==> src/rtl/risc_pkg.sv <==
// Shared definitions for the RISC datapath and its controller: widths and opcode set.
package risc_pkg;

  localparam int unsigned DATA_W = 8;
  localparam int unsigned ADDR_W = 5;
  localparam int unsigned OPC_W  = 3;

  typedef enum logic [OPC_W-1:0] {
    OP_HLT = 3'b000,
    OP_SKZ = 3'b001,
    OP_ADD = 3'b010,
    OP_AND = 3'b011,
    OP_XOR = 3'b100,
    OP_LDA = 3'b101,
    OP_STO = 3'b110,
    OP_JMP = 3'b111
  } opcode_e;

endpackage

==> src/rtl/risc_alu.sv <==
// Combinational ALU; opcodes that do not write the accumulator pass a through unchanged.
module risc_alu
  import risc_pkg::*;
#(
  parameter int unsigned DATA_W = risc_pkg::DATA_W,
  parameter int unsigned OPC_W  = risc_pkg::OPC_W
) (
  input  logic [OPC_W-1:0]  opcode,
  input  logic [DATA_W-1:0] a,
  input  logic [DATA_W-1:0] b,
  output logic [DATA_W-1:0] result
);

  always_comb begin
    result = a;
    case (opcode)
      OPC_W'(OP_ADD): result = a + b;
      OPC_W'(OP_AND): result = a & b;
      OPC_W'(OP_XOR): result = a ^ b;
      OPC_W'(OP_LDA): result = b;
      default:        result = a;
    endcase
  end

endmodule

==> src/rtl/risc_datapath.sv <==
// RISC datapath: PC, IR, AC, sticky halt and bus-error flags, memory interface steering.
module risc_datapath
  import risc_pkg::*;
#(
  parameter int unsigned DATA_W = risc_pkg::DATA_W,
  parameter int unsigned ADDR_W = risc_pkg::ADDR_W,
  parameter int unsigned OPC_W  = risc_pkg::OPC_W
) (
  input  logic              clk,
  input  logic              rst,
  input  logic              inc_pc,
  input  logic              ld_pc,
  input  logic              sel,
  input  logic              rd,
  input  logic              wr,
  input  logic              ld_ir,
  input  logic              ld_ac,
  input  logic              data_e,
  input  logic [DATA_W-1:0] mem_rdata,
  output logic [OPC_W-1:0]  opcode,
  output logic              is_zero,
  output logic [ADDR_W-1:0] mem_addr,
  output logic              mem_rd,
  output logic              mem_wr,
  output logic [DATA_W-1:0] mem_wdata,
  output logic              halt,
  output logic              bus_err,
  output logic [ADDR_W-1:0] pc,
  output logic [DATA_W-1:0] ac
);

  logic [ADDR_W-1:0] pc_q;
  logic [DATA_W-1:0] ir_q;
  logic [DATA_W-1:0] ac_q;
  logic              halt_q;
  logic              err_q;
  logic [DATA_W-1:0] alu_result;
  logic [ADDR_W-1:0] operand;

  assign operand = ir_q[ADDR_W-1:0];
  assign opcode  = ir_q[DATA_W-1 -: OPC_W];

  risc_alu #(
    .DATA_W (DATA_W),
    .OPC_W  (OPC_W)
  ) u_alu (
    .opcode (opcode),
    .a      (ac_q),
    .b      (mem_rdata),
    .result (alu_result)
  );

  // Halt freezes PC/IR/AC; protocol errors are still recorded while halted.
  always_ff @(posedge clk) begin
    if (!rst) begin
      pc_q   <= '0;
      ir_q   <= '0;
      ac_q   <= '0;
      halt_q <= 1'b0;
      err_q  <= 1'b0;
    end else begin
      if ((wr && !data_e) || (ld_ir && ld_ac)) begin
        err_q <= 1'b1;
      end
      if (!halt_q) begin
        if (ld_pc) begin
          pc_q <= operand;
        end else if (inc_pc) begin
          pc_q <= pc_q + ADDR_W'(1);
        end
        if (ld_ir) begin
          ir_q <= mem_rdata;
          if (mem_rdata[DATA_W-1 -: OPC_W] == OPC_W'(OP_HLT)) begin
            halt_q <= 1'b1;
          end
        end else if (ld_ac) begin
          ac_q <= alu_result;
        end
      end
    end
  end

  assign mem_addr  = sel ? operand : pc_q;
  assign mem_rd    = rd && !halt_q;
  assign mem_wr    = wr && data_e && !halt_q;
  assign mem_wdata = data_e ? ac_q : '0;
  assign is_zero   = (ac_q == '0);
  assign halt      = halt_q;
  assign bus_err   = err_q;
  assign pc        = pc_q;
  assign ac        = ac_q;

endmodule

==> config.mk <==
export PLATFORM = sky130hd
export DESIGN_NAME = risc_datapath
export DESIGN_NICKNAME = d
export VERILOG_FILES = /design/src/rtl/risc_pkg.sv /design/src/rtl/risc_alu.sv /design/src/rtl/risc_datapath.sv
export SDC_FILE = /design/constraint.sdc
export NUM_CORES = 1
export LEC_CHECK = 0
export CORE_MARGIN = 3
export CORE_UTILIZATION = 48
export CTS_CLUSTER_DIAMETER = 200
export DETAILED_ROUTE_END_ITERATION = 8
export PLACE_DENSITY = 0.8
export SETUP_SLACK_MARGIN = 0.1
export SKIP_CTS_REPAIR_TIMING = 1
export SYNTH_ARGS = -nofsm -noshare
export SYNTH_HDL_FRONTEND = slang
export SYNTH_HIERARCHICAL = 1
export SYNTH_SLANG_ARGS = --single-unit
==> constraint.sdc <==
create_clock -name clk -period 2.3 [get_ports clk]
set_input_delay 0.23 -clock clk [delete_from_list [all_inputs] [get_ports clk]]
set_output_delay 0.23 -clock clk [all_outputs]
set_load 0.005 [all_outputs]
==> results of run 1 <==
-- worst register-to-register path, delay by kind of cell, from the launching register on --
family / cells / cell delay (ns)
AOI/OAI and AO/OA: 4 / 0.67
xor gates and xnor gates: 1 / 0.15
adders and majority gates: 2 / 0.60
DFF: 1 / 0.36
muxes: 1 / 0.15
and+or+nand+nor: 1 / 0.06
-- Yosys cell counts (2+ instances only) --
cell type  count
nand2_1       20
nor2b_1       22
nor3_1         2
o21ai_0       19
buf_4          4
a21oi_1       12
nand3_1        5
a211oi_1       2
nor3b_1        2
dfxtp_1       23
o211ai_1       2
mux2i_1       26
xor2_1         3
a31oi_1        4
clkbuf_1       5
o21ai_1        2
o31a_1         2
o21bai_1       3
buf_2          5
and2_1         9
xnor2_1        2
nor2_1        14
nand2b_1       2
ha_1           9
mux2_2         5
or4_1          2
-- cell type report --
type	instances	share of cell area
multi-input combinational	185	0.523
clock buffer	3	0.0165
clock inverter	1	0.00200
tap	46	0.0230
inverter	1	0.00150
timing repair buffer	66	0.249
sequential	23	0.185
-- power groups by stage --
| stage | Sequential (mW) | Clock (mW) | Combinational, mW |
|---|---|---|---|
| final | 0.458 | 0.268 | 0.337 |
| after detailed placement | 0.467 | 0 | 0.330 |
| after CTS | 0.458 | 0.271 | 0.333 |
| after global routing | 0.463 | 0.287 | 0.372 |
| after floorplan | 0.451 | 0 | 0.196 |
| after global placement | 0.466 | 0 | 0.323 |
-- worst max-delay path by stage --
stage	startpoint	end	slack (ns)	depth (start not counted)
4_1_cts	ac[0]$_SDFFE_PN0P_	ac[6]$_SDFFE_PN0P_	0.11	9
3_3_place_gp	mem_rdata[0]	ac[6]$_SDFFE_PN0P_	-0.07	10
3_5_place_dp	mem_rdata[0]	ac[6]$_SDFFE_PN0P_	-0.15	10
5_1_grt	ir_q[5]$_SDFFE_PN0P_	opcode[0]	0.10	1
6_report	ir_q[5]$_SDFFE_PN0P_	opcode[0]	0.19	1
2_1_floorplan	ac[0]$_SDFFE_PN0P_	ac[6]$_SDFFE_PN0P_	0.34	9
-- cells by family (layout without fill, tap and decap cells) --
family	count (synthesis)	in the layout	synth area share
AO/OA/AOI/OAI	58	58	0.201
XOR/XNOR	5	5	0.0238
adder cells (fa/ha/maj)	10	10	0.0720
buffers and inverters	16	71	0.0482
flip-flops	23	23	0.250
multiplexers	31	31	0.172
AND/OR/NAND/NOR	81	81	0.233
-- state kept, by name (all words and copies together) (netlist names) --
name	flops
ac	8
ir_q	8
pc	5
bus_err	1
halt	1
-- per-layer routing --
layer | wire (um) | vias up | track usage
met5 | 0 | - | 0
met4 | 68 | 0 | 0.0819
met3 | 232 | 4 | 0.0312
met2 | 2270 | 49 | 0.347
met1 | 2330 | 850 | 0.312
li1 | - | 909 | -
==> impl_metrics.tcl, run 1 <==
set metrics [dict create \
    antenna_found_initial 0 \
    ctsHtreeMaxLevel 1 \
    holdCritStartpoint "ir_q[0]$_SDFFE_PN0P_" \
    finalHoldViolCount 0 \
    async_flop_share 0 \
    synth_ff_type "dfxtp_1" \
    setup.worst_path.end_class "output pin" \
    rsz0062_at_grt "no" \
    nets 308 \
    regArea_um2 462 \
    tns_ns 0 \
    total_power_mw 1.06 \
    drc 0 \
    preCtsSetupSlack_ns -0.150 \
    power.clock.fraction 0.252 \
    required_ns 2.07 \
    r2r_slack_ns 0.21 \
    critPathLaunchType "flip-flop" \
    viasPerCell 5.58 \
    design.die.area_mm2 0.00462 \
    grt_pass1_vias 1626 \
    wire_per_inst_um 15.1 \
    power.density_mw_per_mm2 426 \
    root_buffer "clkbuf_8" \
    min-delay-path-class "reg -> reg" \
    min_period_over_period 0.917 \
    crit_buf_inv 1 \
    place.gp.congestion 0.889 \
    dp_hpwl_mm 3.49 \
    post-place-cells 321 \
    fin_area_mm2 0.00250 \
    critPathTopFamily "flip-flops" \
    clock_path_buffers 2 \
    synth_nets 252 \
    coreArea_mm2 0.00352 \
    drive_above_1_share 0.118 \
    diodes 0 \
    synth_warnings 6 \
    fill_cells 310 \
    fp-row-count 21 \
    r2r-start "ac[0]$_SDFFE_PN0P_" \
    p_leak_nw 0.970 \
    synthCells 224 \
    holdWs_ns 0.497 \
    drv_cap 0 \
    pin_count 52 \
    mostFrequentLayoutCells "clkdlybuf4s50_1 (51), mux2i_1 (26), nor2b_1 (22), dfxtp_1 (22), nand2_1 (20)" \
    grt_overflow 0 \
    power.share.combinational 0.317 \
    grt_max_degree 23 \
    synth_area_leaders "dfxtp_1 (25%), mux2i_1 (14%), nor2b_1 (7.5%), ha_1 (6.1%), o21ai_0 (5.2%)" \
    reg2reg_to "ac[6]$_SDFFE_PN0P_" \
    min_delay_path_depth 2 \
    max_slew_margin 0.374 \
    swShare 0.311 \
    crit_slowest_cell "dfxtp_1" \
    synth_area_mm2 0.00184 \
    clock_skew_ns 0.00461 \
    post-synth-top-area-cell "dfxtp_1" \
    cp_max_fo 22 \
    ir_drop_mv 0.248 \
    post-route-util 0.710 \
    synth_seq_area_share 0.250 \
    drtIter0Drc 96 \
    multi_input_area_mm2 0.00131 \
    critPathArrivalTime_ns 1.88 \
    clk_pin_slew_ns 0.09 \
    firstDrtPassIters 4 \
    p_sw_mw 0.331 \
    timing.final.ws_setup_ns 0.191 \
    grt_pass1_wl_mm 7.79 \
    netlist.area_leader.share 0.250 \
    cts_tree "built" \
    die_h_um 67.9 \
    drt-total-wl_mm 4.91 \
    insertion_delay_ns 0.27 \
    cts_buffers 3 \
    ys_ff_latch 23 \
    placed_area_mm2 0.00244 \
    synth.avg_cell_area_um2 8.22 \
    maxSlewViolCount 0 \
    crit_path_max_incr_delay_ns 0.95 \
    synth_edf_count 0 \
    numPortBuffers 51 \
    final_common_cell "clkdlybuf4s50_1" \
    ant_nets 0 \
    fmax_mhz 474 \
    worstPathCellList "clkdlybuf4s50_1" \
    layout.cells.non_filler 325 \
    tightest_slew_ns 0.938 \
    fp.dieW_um 67.9 \
    cts.sinks 23 \
    power_frac_seq 0.431 \
    setup_viol 0 \
    path_class "reg -> out" \
    outcome "complete, no violations" \
    via_count 1812 \
    reg2regPathDepth 9 \
    period_needed_ns 2.11 \
    p_int_mw 0.733 \
    grt_util_all_layers 0.223 \
    start_util 0.523 \
    min_to "pc[0]$_SDFFE_PN0P_" \
    synth_cell_type_count 44 \
    area_growth_pct 35.7 \
]
(Power assumes the default switching activity.)
==> inputs of run 2 (changes only) <==
==> constraint.sdc (replaced) <==
create_clock -name clk -period 2.3 [get_ports clk]
set_input_delay 0.46 -clock clk [delete_from_list [all_inputs] [get_ports clk]]
set_output_delay 0.46 -clock clk [all_outputs]
set_load 0.005 [all_outputs]
==> impl_metrics.tcl, run 2 (synthesis results as in run 1) <==
set metrics [dict create \
    outcome "complete, no violations" \
    cp_max_fo 4 \
    timing.final.ws_setup_ns 0.158 \
    wire_per_inst_um 15.1 \
    required_ns 2.47 \
    viasPerCell 5.62 \
    coreArea_mm2 0.00352 \
    ctsHtreeMaxLevel 1 \
    setup.worst_path.end_class "flip-flop" \
    insertion_delay_ns 0.27 \
    diodes 0 \
    grt_pass1_vias 1644 \
    tns_ns 0 \
    critPathLaunchType "input pin" \
    drc 0 \
    cts_buffers 3 \
    holdCritStartpoint "ir_q[0]$_SDFFE_PN0P_" \
    clk_pin_slew_ns 0.08 \
    drive_above_1_share 0.176 \
    antenna_found_initial 0 \
    drtIter0Drc 113 \
    via_count 1884 \
    path_class "in -> reg" \
    drt-total-wl_mm 5.04 \
    drv_cap 0 \
    min-delay-path-class "reg -> reg" \
    critPathArrivalTime_ns 2.31 \
    die_h_um 67.9 \
    power.density_mw_per_mm2 406 \
    mostFrequentLayoutCells "clkdlybuf4s50_1 (42), mux2i_1 (26), buf_4 (24)" \
    reg2regPathDepth 9 \
    pin_count 52 \
    area_growth_pct 43.8 \
    ir_drop_mv 0.406 \
    fp-row-count 21 \
    setup_viol 0 \
    period_needed_ns 2.14 \
    max_slew_margin 0.678 \
    layout.cells.non_filler 335 \
    ant_nets 0 \
    start_util 0.523 \
    p_leak_nw 1.13 \
    nets 318 \
    min_period_over_period 0.931 \
    rsz0062_at_grt "no" \
    tightest_slew_ns 0.482 \
    grt_util_all_layers 0.215 \
    design.die.area_mm2 0.00462 \
    post-place-cells 330 \
    dp_hpwl_mm 3.69 \
    firstDrtPassIters 5 \
    place.gp.congestion 0.914 \
    grt_overflow 0 \
    numPortBuffers 51 \
    preCtsSetupSlack_ns -0.262 \
    grt_max_degree 22 \
    maxSlewViolCount 0 \
    clock_path_buffers 2 \
    fp.dieW_um 67.9 \
    cts_tree "built" \
    final_common_cell "clkdlybuf4s50_1" \
    crit_start "mem_rdata[2]" \
    fmax_mhz 467 \
    clock_skew_ns 0.000739 \
    min_delay_path_depth 2 \
    grt_pass1_wl_mm 7.65 \
    cts.sinks 23 \
    root_buffer "clkbuf_8" \
    r2r-start "ac[0]$_SDFFE_PN0P_" \
    finalHoldViolCount 0 \
]
run 2: area by class of cell:
cell class                      count  area [um2]
Clock buffer                        3        41.3
Clock inverter                      1        5.00
Fill cell                         282         872
Inverter                            1        3.75
Multi-Input combinational cell    185        1350
Sequential cell                    23         469
Tap cell                           46        57.6
Timing Repair Buffer               76         724
run 2: per-stage QoR:
step / cell area, um2 / hold WS [ns] / utilization / power (mW)
CTS: 2550 / 0.507 / 0.725 / 1.06
finish: 2650 / 0.504 / 0.752 / 1.08
global route: 2650 / 0.534 / 0.752 / 1.14
floorplan: 1840 / 0.455 / - / 0.647
detailed placement: 2500 / 0.491 / 0.711 / 0.811
global placement: 2500 / 0.485 / 0.711 / 0.803
run 2: power by group:
group,internal (mW),switching [mW]
registers,0.420,0.0320
clock network,0.121,0.136
logic,0.207,0.158
total,0.748,0.327
run 2: path summary, 6_finish.rpt:
path | end | slack, ns
worst max register to register | ac[7]$_SDFFE_PN0P_ | 0.32
worst min-delay path | pc[0]$_SDFFE_PN0P_ | 0.50
worst min register to register | pc[0]$_SDFFE_PN0P_ | 0.50
worst max-delay path | ac[6]$_SDFFE_PN0P_ | 0.16
run 2: metal layers:
layer,vias to the layer above,part of all wire,GRT usage
met5,-,0,0
met4,0,0.011,0.0496
met3,4,0.051,0.0443
met2,64,0.47,0.345
met1,887,0.47,0.295
li1,929,-,-
run 2: worst max-delay path, stage by stage:
cell,delay (ns)
clkdlybuf4s50_1,0.52
ha_4,0.23
buf_4,0.14
a211oi_1,0.22
o21bai_1,0.13
a21oi_2,0.16
xor2_1,0.17
o21ai_0,0.09
mux2i_1,0.14
nor2b_1,0.06
==> inputs of run 3 (changes only) <==
--- a/config.mk
+++ b/config.mk
@@ -10,7 +10,7 @@
 export CTS_CLUSTER_DIAMETER = 200
 export DETAILED_ROUTE_END_ITERATION = 8
 export PLACE_DENSITY = 0.8
-export SETUP_SLACK_MARGIN = 0.1
+export SETUP_SLACK_MARGIN = 0.05
 export SKIP_CTS_REPAIR_TIMING = 1
 export SYNTH_ARGS = -nofsm -noshare
 export SYNTH_HDL_FRONTEND = slang
==> impl_metrics.tcl, run 3 (synthesis results as in run 1) <==
set metrics [dict create \
    outcome "complete, no violations" \
    fmax_mhz 444 \
    min-delay-path-class "reg -> reg" \
    fp.dieW_um 67.9 \
    nets 317 \
    total_power_mw 1.06 \
    cts_tree "built" \
    grt_overflow 0 \
    multi_input_area_mm2 0.00134 \
    ir_drop_mv 0.395 \
    dp_hpwl_mm 3.69 \
    max_slew_margin 0.662 \
    antenna_found_initial 0 \
    cts.sinks 23 \
    endpoint "ac[7]$_SDFFE_PN0P_" \
    drt-total-wl_mm 4.91 \
    period_needed_ns 2.25 \
    crit_start "mem_rdata[1]" \
    critPathArrivalTime_ns 2.41 \
    insertion_delay_ns 0.26 \
    mostFrequentLayoutCells "clkdlybuf4s50_1 (47), mux2i_1 (26), buf_4 (23)" \
    drive_above_1_share 0.170 \
    design.die.area_mm2 0.00462 \
    root_buffer "clkbuf_8" \
    p_leak_nw 1.05 \
    critPathTopFamily "compound AO/OA/AOI/OAI gates" \
    regArea_um2 469 \
    reg2reg_to "ac[7]$_SDFFE_PN0P_" \
    clock_path_buffers 2 \
    r2r-start "ac[0]$_SDFFE_PN0P_" \
    drv_cap 0 \
    setup.worst_path.end_class "flip-flop" \
    final_common_cell "clkdlybuf4s50_1" \
    crit_buf_inv 1 \
    grt_max_degree 22 \
    maxSlewViolCount 0 \
    grt_pass1_vias 1644 \
    setup_viol 0 \
    start_util 0.523 \
    clk_pin_slew_ns 0.08 \
    holdWs_ns 0.500 \
    grt_pass1_wl_mm 7.65 \
    cp_max_fo 4 \
    cts_buffers 3 \
    coreArea_mm2 0.00352 \
    clock_skew_ns 0.00367 \
    via_count 1826 \
    crit_slowest_cell "clkdlybuf4s50_1" \
    crit_path_max_incr_delay_ns 0.57 \
    power.density_mw_per_mm2 407 \
    die_h_um 67.9 \
    min_delay_path_depth 2 \
    path_class "in -> reg" \
    r2r_slack_ns 0.34 \
    post-route-util 0.743 \
    firstDrtPassIters 5 \
    drtIter0Drc 148 \
    fill_cells 287 \
    rsz0062_at_grt "yes" \
    ant_nets 0 \
    diodes 0 \
    pin_count 52 \
    grt_util_all_layers 0.215 \
    worstPathCellList "clkdlybuf4s50_1 > ha_4 > a211oi_4 > o21ai_1 > a31oi_1 > xor2_1 > o221ai_1 > mux2i_1 > nor2b_1" \
    viasPerCell 5.47 \
    area_growth_pct 42.1 \
    wire_per_inst_um 14.7 \
    critPathLaunchType "input pin" \
    ctsHtreeMaxLevel 1 \
    finalHoldViolCount 0 \
    tightest_slew_ns 0.507 \
    min_period_over_period 0.979 \
    cp_num_cells 9 \
    fp-row-count 21 \
    required_ns 2.46 \
    reg2regPathDepth 9 \
    place.gp.congestion 0.914 \
    numPortBuffers 51 \
    drc 0 \
]
[run 3: changes by cell type in the layout (fill, tap and decap cells not counted)]
cell | before | now
buf_4 | 24 | 23
clkdlybuf4s50_1 | 42 | 47
dlymetal6s2s_1 | 9 | 4
ha_1 | 6 | 7
ha_4 | 3 | 2
[run 3: stage by stage]
| step | instances | setup slack, ns | setup TNS [ns] | instance area (um2) |
|---|---|---|---|---|
| after floorplan | 224 | 0.260 | 0 | 1840 |
| after global placement | 330 | -0.248 | -1.29 | 2500 |
| after detailed placement | 330 | -0.262 | -1.59 | 2500 |
| after CTS | 334 | -0.0670 | -0.249 | 2550 |
| after global routing | 334 | -0.00275 | -0.00275 | 2620 |
| final | 334 | 0.0475 | 0 | 2620 |
[run 3: where the power goes]
part           switching (mW)  internal [mW]
registers              0.0315          0.420
logic                   0.156          0.205
clock network           0.131          0.121
total                   0.318          0.746
[run 3: routing by layer]
metal	track usage	vias up	wire length (um)
met2	0.345	62	2270
met4	0.0496	0	58
met5	0	-	0
li1	-	927	-
met3	0.0443	4	293
met1	0.295	833	2290
[run 3: worst min path at each step]
stage,start,to
floorplan,ir_q[0]$_SDFFE_PN0P_,pc[0]$_SDFFE_PN0P_
global placement,ir_q[0]$_SDFFE_PN0P_,pc[0]$_SDFFE_PN0P_
detailed placement,ir_q[0]$_SDFFE_PN0P_,pc[0]$_SDFFE_PN0P_
CTS,ir_q[0]$_SDFFE_PN0P_,pc[0]$_SDFFE_PN0P_
global route,ir_q[0]$_SDFFE_PN0P_,pc[0]$_SDFFE_PN0P_
finish,ir_q[0]$_SDFFE_PN0P_,pc[0]$_SDFFE_PN0P_
[run 3: layout make-up]
cell class / count / share of cell area
Sequential cell: 23 / 0.179
Tap cell: 46 / 0.0220
Clock buffer: 3 / 0.0158
Inverter: 1 / 0.00143
Clock inverter: 1 / 0.00191
Multi-Input combinational cell: 185 / 0.510
Timing Repair Buffer: 75 / 0.269
[run 3: worst min-delay path, cell delays in order (launching register included)]
cell	delay (ns)
dfxtp_1	0.33
nand3_1	0.07
a21boi_1	0.06
